## src/rtl/stbuf_pkg.sv

```systemverilog
// Shared types and helpers for the dmem store buffer: store size codes,
// the FIFO entry layout and the alignment rule.
package stbuf_pkg;

   typedef enum logic [1:0] {
      NONE = 2'b00,
      BYTE = 2'b01,
      HALF = 2'b10,
      WORD = 2'b11
   } st_size_t;

   typedef struct packed {
      logic [29:0] waddr;
      logic [31:0] data;
      logic [3:0]  be;
   } stbuf_entry_t;

   function automatic logic st_misaligned(input st_size_t size, input logic [1:0] addr);
      return ((size == HALF) && addr[0]) || ((size == WORD) && (addr != 2'b00));
   endfunction

endpackage

```

## src/rtl/stbuf_align.sv

```systemverilog
// Combinational lane steering: turns a right-justified byte/half/word store
// into replicated word data plus byte enables, and flags misaligned stores.
module stbuf_align
   import stbuf_pkg::*;
(
   input  st_size_t    size,
   input  logic [1:0]  addr,
   input  logic [31:0] wd,
   output logic [3:0]  be,
   output logic [31:0] data,
   output logic        misaligned
);

   // NOTE: every output gets a default first so no path through the case infers a latch.
   always_comb begin
      be   = 4'b0000;
      data = 32'h0;
      unique case (size)
         BYTE: begin
            be   = 4'b0001 << addr;
            data = {4{wd[7:0]}};
         end
         HALF: begin
            be   = addr[1] ? 4'b1100 : 4'b0011;
            data = {2{wd[15:0]}};
         end
         WORD: begin
            be   = 4'b1111;
            data = wd;
         end
         default: ;
      endcase
      misaligned = st_misaligned(size, addr);
   end

endmodule

```

## src/rtl/dmem_store_buffer.sv

```systemverilog
// Posted-write FIFO between the core store port and data memory.
// Optional store merging into the tail entry: define STBUF_MERGE_EN.
module dmem_store_buffer
   import stbuf_pkg::*;
#(
   parameter int DEPTH = 4
) (
   input  logic        clk,
   input  logic        reset,
   input  logic [1:0]  memwrite,
   input  logic [31:0] dataadr,
   input  logic [31:0] writedata,
   input  logic        memread,
   output logic        stall,
   output logic        ld_hazard,
   output logic        misalign,
   output logic        empty,
   output logic        mem_valid,
   input  logic        mem_ready,
   output logic [31:0] mem_addr,
   output logic [31:0] mem_wdata,
   output logic [3:0]  mem_be
);

   localparam int            AW       = $clog2(DEPTH);
   localparam logic [AW:0]   FULL_CNT = (AW+1)'(DEPTH);

   stbuf_entry_t  mem_q [DEPTH];
   logic [AW-1:0] head_q, tail_q;
   logic [AW:0]   count_q;
   logic          misalign_q;

   logic [3:0]    st_be;
   logic [31:0]   st_data;
   logic          st_mis;
   logic          store_ok, full, push, pop, merge;
   stbuf_entry_t  head_e;

   stbuf_align u_align (
      .size       (st_size_t'(memwrite)),
      .addr       (dataadr[1:0]),
      .wd         (writedata),
      .be         (st_be),
      .data       (st_data),
      .misaligned (st_mis)
   );

   assign store_ok = (memwrite != 2'b00) && !st_mis;
   assign full     = (count_q == FULL_CNT);
   assign pop      = mem_valid && mem_ready;
   // A same-cycle pop never frees a slot for this cycle's store: full is pre-edge.
   assign push     = store_ok && !full && !merge;
   assign stall    = store_ok && full && !merge;

`ifdef STBUF_MERGE_EN
   logic [AW-1:0] last_idx;
   stbuf_entry_t  last_e, merged_e;

   assign last_idx = tail_q - AW'(1);
   assign last_e   = mem_q[last_idx];
   // The tail is only popped when it is also the head, i.e. a single entry.
   assign merge    = store_ok && (count_q != '0) && (last_e.waddr == dataadr[31:2])
                     && !(pop && (count_q == (AW+1)'(1)));

   always_comb begin
      merged_e    = last_e;
      merged_e.be = last_e.be | st_be;
      for (int b = 0; b < 4; b++)
         if (st_be[b]) merged_e.data[8*b +: 8] = st_data[8*b +: 8];
   end
`else
   assign merge = 1'b0;
`endif

   // NOTE: sequential state uses non-blocking assignments so every flop samples pre-edge values.
   always_ff @(posedge clk or negedge reset) begin
      if (!reset) begin
         head_q     <= '0;
         tail_q     <= '0;
         count_q    <= '0;
         misalign_q <= 1'b0;
      end else begin
         misalign_q <= (memwrite != 2'b00) && st_mis;
         if (pop)  head_q <= head_q + AW'(1);
         if (push) tail_q <= tail_q + AW'(1);
         case ({push, pop})
            2'b10:   count_q <= count_q + (AW+1)'(1);
            2'b01:   count_q <= count_q - (AW+1)'(1);
            default: ;
         endcase
      end
   end

   // NOTE: entry storage is deliberately not reset; count gates every read of it.
   always_ff @(posedge clk) begin
      if (push) mem_q[tail_q] <= '{waddr: dataadr[31:2], data: st_data, be: st_be};
`ifdef STBUF_MERGE_EN
      else if (merge) mem_q[last_idx] <= merged_e;
`endif
   end

   always_comb begin
      ld_hazard = 1'b0;
      for (int i = 0; i < DEPTH; i++)
         if (((AW+1)'(i) < count_q) && (mem_q[head_q + AW'(i)].waddr == dataadr[31:2]))
            ld_hazard = memread;
   end

   assign head_e    = mem_q[head_q];
   assign empty     = (count_q == '0);
   assign mem_valid = !empty;
   assign misalign  = misalign_q;
   assign mem_addr  = mem_valid ? {head_e.waddr, 2'b00} : 32'h0;
   assign mem_wdata = mem_valid ? head_e.data : 32'h0;
   assign mem_be    = mem_valid ? head_e.be : 4'b0000;

endmodule

```

## config.mk

```make
export PLATFORM = sky130hd
export DESIGN_NAME = dmem_store_buffer
export DESIGN_NICKNAME = d
export VERILOG_FILES = /design/src/rtl/stbuf_pkg.sv /design/src/rtl/stbuf_align.sv /design/src/rtl/dmem_store_buffer.sv
export SDC_FILE = /design/constraint.sdc
export NUM_CORES = 1
export LEC_CHECK = 0
export ABC_AREA = 0
export CORE_UTILIZATION = 50
export CTS_BUF_LIST = sky130_fd_sc_hd__clkbuf_4 sky130_fd_sc_hd__clkbuf_8
export CTS_CLUSTER_DIAMETER = 120
export DETAILED_ROUTE_END_ITERATION = 10
export HOLD_SLACK_MARGIN = 0.15
export PLACE_DENSITY = 0.71
export RECOVER_POWER = 25
export SLEW_MARGIN = 20
export SYNTH_ARGS = -nofsm -noshare
export SYNTH_HDL_FRONTEND = slang
export SYNTH_HIERARCHICAL = 1
export SYNTH_SLANG_ARGS = --single-unit
```

## constraint.sdc

```tcl
create_clock -name clk -period 6.7 [get_ports clk]
set_clock_uncertainty 0.05 [all_clocks]
set_input_delay 1.34 -clock clk [delete_from_list [all_inputs] [get_ports clk]]
set_output_delay 1.34 -clock clk [all_outputs]
set_load 0.005 [all_outputs]
```

==> qor.csv, run 1 <==
metric,value,unit
crit-path max FO,15,
Ys Warns,6,
FILL cells,2297,
Seq cells post-synth,272,
Final ANT Viol Nets,0,
status,"finished, violations left",
first-pass GRT wire length,57490,µm
Setup CP Type,in -> out,
Synth top cells by count,"edfxtp_1, mux2i_1, mux4_2, nand2_1, and2_1",
setup violators final,0,
cts bufs inserted,45,
Area after DPL,16330,µm²
row count,62,
Max-slew headroom,-0.4671,
internal power,5027,µW
Post-CTS Resized,0,
mapped cell area,14770,µm²
largest net degree at the start of global routing,67,
switch share,0.3632,
LEAKAGE,0.006096,µW
later-pin clock latency in the skew report,560,ps
Hold Path Origin,count_q[1]$_DFFE_PN0P_,
CP arrival,4680,ps
CTS tree,done,
DRC marker count from the first detailed-route iteration,756,
design area,17310,µm²
Tcrit/Tclk final,0.9067,
IO Port Bufs,140,
top-count cell post-synth,edfxtp_1,
1st-pass router iterations,7,
clock slew at reported path FFs,60,ps
initial core utilization,0.5118,
CTS Sinks,272,
Die Wd,173.9,µm
Syn Inst Count,1042,
root buf cell,clkbuf_8,
failing checks,"capacitance limit, slew limit",
crit path cell chain,dlygate4sd3_1 -> clkbuf_1 -> o21ai_0 -> or4_1 -> a2111oi_0 -> and4_1 -> o41a_1 -> clkdlybuf4s50_1,
RSZ-0062 raised after global routing,false,
Worst EP required,5310,ps
Final WS setup,625.2,ps
Ant. Diodes,0,
reg-to-reg critical path startpoint,count_q[0]$_DFFE_PN0P_,
gr usage total,0.2537,
Total Nets Final,1253,
# Max-Cap Violations,1,
Yosys cell types,65,
Placed Cells,1508,
CP Launch Type,input port,
Synth area leader,edfxtp_1,
die height,173.9,µm
Clk network pwr share,0.186,
Hold Path Depth,2,
Placer Congestion,0.9568,
Synth async-reset ratio,0.02941,
sw power,2868,µW
mean routed wirelength per cell,23.89,µm
DPL Wire Length,25800,µm
Power Dens Cells,456.2,nW/µm²
vias,9446,
CP peak stage delay,550,ps
initial antenna violation count,2,
"top cells by area, synth","edfxtp_1, mux4_2, mux2i_1",
max-slew violation count,44,
Fin Setup TNS,0,ps
synthesized area per cell,14.18,µm²
worst slack at placement,1050,ps
drt via density,5.933,
clk buf depth,3,
FF-to-FF setup slack,3880,ps
DRC,0,
slew at the pin closest to its max-slew limit,2201,ps
drt total wl,38030,µm
Die ar.,30230,µm²
worst r2r path cells,5,
Worst R2R End,mem_q[3][49]$_DFFE_PP_,
gr ovfl total,0,
Main synth FF type,edfxtp_1,
number of top-level pins,143,
Layout area overhead,17.16,%
"non-filler cells, final",1592,
Flop pwr share,0.313,
Fin. Hold Viols,0,
CTS Hold Bufs,0,
Final min period,6075,ps
"EDFF count, synth",264,
"Slowest-stage cell, CP",or4_1,
"Seq/Total Area, Yosys",0.5503,
Worst Hold End,count_q[1]$_DFFE_PN0P_,
fraction of layout cells with a size suffix above 1,0.1531,
H-tree depth,2,
VDD IR-drop max,0.2979,mV
area occupied by multi-input gates,6135,µm²
Worst setup EP type,primary output,
Combinational Power Share,0.501,
fmax,164.6,MHz
Reg area,8135,µm²
vias in the first global route,9603,
Yosys top cell area share,0.5367,
HP Class,reg -> reg,
Post-CTS Setup Repair Bufs,0,
Core Area,28860,µm²
## cell type report
class,count,area share
Clock buffer,64,0.04620
Clock inverter,17,0.006869
Tap cell,384,0.02776
Inverter,13,0.002820
Sequential cell,272,0.4701
Multi-Input combinational cell,683,0.3545
Timing Repair Buffer,159,0.09175
## registers in the layout, indices dropped and copies added, names as in the netlist
signal and cells:
misalign 1, tail_q 2, count_q 3, mem_q 264, head_q 2
## kinds of logic after synthesis
kind of cell | synth area share
DFF | 0.5503
muxes | 0.2106
and+or+nand+nor | 0.07709
AOI/OAI and AO/OA | 0.05955
xor gates and xnor gates | 0.05930
buffers and inverters | 0.03532
adders and majority gates | 0.007624
other | 0.0002539
## cell usage in the layout, fill, tap and decap left out, types with 13 or more instances in the layout
| cell type | n |
|---|---|
| a21oi_1 | 27 |
| and2_1 | 55 |
| clkbuf_4 | 13 |
| clkbuf_8 | 51 |
| clkdlybuf4s50_1 | 108 |
| dlygate4sd3_1 | 31 |
| edfxtp_1 | 264 |
| mux2i_1 | 136 |
| mux4_2 | 68 |
| nand2_1 | 60 |
| nand4_1 | 17 |
| nor2_1 | 36 |
| o21ai_0 | 28 |
| xnor2_1 | 55 |
| xor2_1 | 45 |
## worst max-delay path: cells and delay by family
family | cells | cell delay, ps
buf+inv | 3 | 1570
compound gates | 3 | 950
simple gates | 2 | 810
## power groups by stage
stage               Clock (µW)  Combinational, µW  Sequential, µW
floorplan                    0               2580            2420
global placement             0               3940            2490
detailed placement           0               3930            2510
CTS                       1500               3960            2480
global route              1570               4240            2510
finish                    1470               3960            2470
## routing by layer
metal | GRT usage | part of all wire | vias to the layer above
met5 | 0 | 0.00063 | -
met4 | 0.1023 | 0.038 | 4
met3 | 0.05658 | 0.067 | 104
met2 | 0.4128 | 0.48 | 332
met1 | 0.3305 | 0.41 | 4713
li1 | - | - | 4293
## how the worst max path moves through the flow
stage | startpoint | endpoint | slack (ps) | depth (start not counted)
4_1_cts | dataadr[2] | ld_hazard | 1050 | 7
2_1_floorplan | memwrite[1] | mem_q[0][0]$_DFFE_PP_ | 2140 | 6
3_5_place_dp | dataadr[2] | ld_hazard | 1050 | 7
5_1_grt | dataadr[6] | ld_hazard | 530 | 8
6_report | dataadr[6] | ld_hazard | 630 | 8
3_3_place_gp | dataadr[19] | ld_hazard | 1110 | 8
## through the flow
stage               hold WS (ps)  total power, µW    util
floorplan                  464.2             5000       -
global placement           500.9             6427  0.5659
detailed placement         524.6             6446  0.5659
CTS                        538.0             7936  0.5977
global route               563.8             8311  0.5997
finish                     543.1             7895  0.5997
Note: power is estimated with default switching activity, not from simulation.
==> run 2, diff against run 1 <==
--- a/config.mk
+++ b/config.mk
@@ -10,8 +10,8 @@
 export CTS_BUF_LIST = sky130_fd_sc_hd__clkbuf_4 sky130_fd_sc_hd__clkbuf_8
 export CTS_CLUSTER_DIAMETER = 120
 export DETAILED_ROUTE_END_ITERATION = 10
+export DONT_BUFFER_PORTS = 1
 export HOLD_SLACK_MARGIN = 0.15
-export PLACE_DENSITY = 0.71
 export RECOVER_POWER = 25
 export SLEW_MARGIN = 20
 export SYNTH_ARGS = -nofsm -noshare
==> qor.csv, run 2 (synthesis results as in run 1) <==
metric,value,unit,change
drt via density,6.171,,was 5.933
drt total wl,37830,µm,"was 38,030 µm"
CP arrival,4130,ps,was 4680 ps
Power Dens Cells,458.0,nW/µm²,was 456.2 nW/µm²
vias,8948,,"was 9,446"
Core Area,28860,µm²,unchanged
clock slew at reported path FFs,60,ps,about the same
fmax,181.0,MHz,was 164.6 MHz
clk buf depth,3,,unchanged
total power,7296,µW,was 7895 µW
1st-pass router iterations,8,,was 7
DRC,0,,unchanged
fraction of layout cells with a size suffix above 1,0.1792,,was 0.1531
HP Class,in -> async,,was reg -> reg
Worst setup EP type,primary output,,unchanged
Die ar.,30230,µm²,unchanged
Total Nets Final,1110,,"was 1,253"
number of top-level pins,143,,unchanged
CTS Sinks,272,,unchanged
Placer Congestion,0.9320,,was 0.9568
max FFs per register,264,,unchanged
initial antenna violation count,0,,was 2
area occupied by multi-input gates,6137,µm²,was 6135 µm²
CTS tree,done,,unchanged
FF-to-FF setup slack,3480,ps,was 3880 ps
most frequent cells in the layout,"edfxtp_1, mux2i_1, mux4_2, nand2_1",,"was edfxtp_1, mux2i_1, clkdlybuf4s50_1, mux4_2, nand2_1"
"Most flops, register",mem_q,,unchanged
largest net degree at the start of global routing,99,,was 67
Ant. Diodes,0,,unchanged
FILL cells,2431,,"was 2,297"
Worst EP required,5310,ps,about the same
row count,62,,unchanged
"non-filler cells, final",1450,,"was 1,592"
slew at the pin closest to its max-slew limit,1101,ps,was 2201 ps
IO Port Bufs,0,,was 140
LEAKAGE,0.005570,µW,was 0.006096 µW
H-tree depth,2,,unchanged
mean routed wirelength per cell,26.09,µm,was 23.89 µm
CP Launch Type,register,,was input port
cts bufs inserted,46,,was 45
DRC marker count from the first detailed-route iteration,887,,was 756
gr usage total,0.2508,,was 0.2537
crit-path max FO,57,,was 15
Max-slew headroom,0.2659,,was -0.4671
Placed Cells,1366,,"was 1,508"
VDD IR-drop max,0.2374,mV,was 0.2979 mV
Die Wd,173.9,µm,unchanged
largest registers,"mem_q (264), count_q (3)",,unchanged
"commonest non-fill, non-tap cell in the layout",edfxtp_1,,unchanged
Final min period,5524,ps,was 6075 ps
Final ANT Viol Nets,0,,unchanged
Fin Setup TNS,0,ps,unchanged
later-pin clock latency in the skew report,560,ps,about the same
initial core utilization,0.5118,,unchanged
DPL Wire Length,25690,µm,"was 25,800 µm"
CTS Hold Bufs,0,,unchanged
Setup CP Type,reg -> out,,was in -> out
gr ovfl total,0,,unchanged
root buf cell,clkbuf_8,,unchanged
Layout area overhead,7.853,%,was 17.16%
# Max-Cap Violations,0,,was 1
Tcrit/Tclk final,0.8244,,was 0.9067
vias in the first global route,9108,,"was 9,603"
setup violators final,0,,unchanged
first-pass GRT wire length,56570,µm,"was 57,490 µm"
Fin. Hold Viols,0,,unchanged
max-slew violation count,0,,was 44
RSZ-0062 raised after global routing,false,,unchanged
status,"complete, no violations",,"was finished, violations left"
Post-CTS Setup Repair Bufs,0,,unchanged
Reg area,8135,µm²,unchanged
die height,173.9,µm,unchanged
Post-CTS Resized,0,,unchanged
==> run 2: cell count changes in the layout (fill, tap and decap cells not counted), moves of 2 or more <==
cell             change
buf_16               -2
buf_4                +2
clkbuf_1             -5
clkbuf_4             +9
clkdlybuf4s50_1    -108
clkinv_1             -3
clkinv_2             -6
dlygate4sd3_1       -31
==> run 2: per-layer routing <==
layer,routed length (µm),global-route usage,up-vias
li1,-,-,4012
met4,1035,0.08224,0
met3,2842,0.06206,70
met2,18470,0.4165,351
met5,0,0,-
met1,15490,0.3231,4515
==> run 2: layout make-up <==
type / count / area share
well taps: 384 / 0.03016
flip-flops and latches: 272 / 0.5107
inverters: 13 / 0.003063
multi-input cells: 683 / 0.3852
clock inverters: 9 / 0.006912
clock buffers: 74 / 0.05529
repair buffers: 15 / 0.008640
==> run 2: worst max-delay path, cell delays in order (launching register included) <==
cell and delay, ps:
dfrtp_4 1070, buf_4 440, mux4_2 550, xor2_1 150, nor4_1 580, nand4_1 160
nor4_1 310, o41a_1 290
==> run 2: worst paths after layout <==
path                                        start                      to  depth (start not counted)
setup / recovery            head_q[1]$_DFFE_PN0P_               ld_hazard                          7
setup reg to reg           count_q[0]$_DFFE_PN0P_  mem_q[1][17]$_DFFE_PP_                          5
min in group clk           count_q[1]$_DFFE_PN0P_  count_q[1]$_DFFE_PN0P_                          2
max in group asynchronous                   reset   head_q[0]$_DFFE_PN0P_                          0
hold reg to reg            count_q[1]$_DFFE_PN0P_  count_q[1]$_DFFE_PN0P_                          2
hold / removal                              reset      misalign$_DFF_PN0_                          0
==> run 2: report_power, final <==
group	switching (µW)	leakage [µW]	internal, µW	total, µW
Combinational	1800	0.00251	1370	3160
Clock	664	0.000532	913	1580
Sequential	267	0.00253	2290	2550
==> run 2: per-stage QoR <==
step	hold slack (ps)	util	cell area (µm²)	worst slack (ps)
after CTS	379.3	0.5513	15910	1088
after detailed placement	519.6	0.5170	14920	1706
final	419.0	0.5520	15930	1176
after global routing	375.9	0.5520	15930	941.5
after global placement	504.3	0.5170	14920	1704
after floorplan	464.2	-	14770	2143
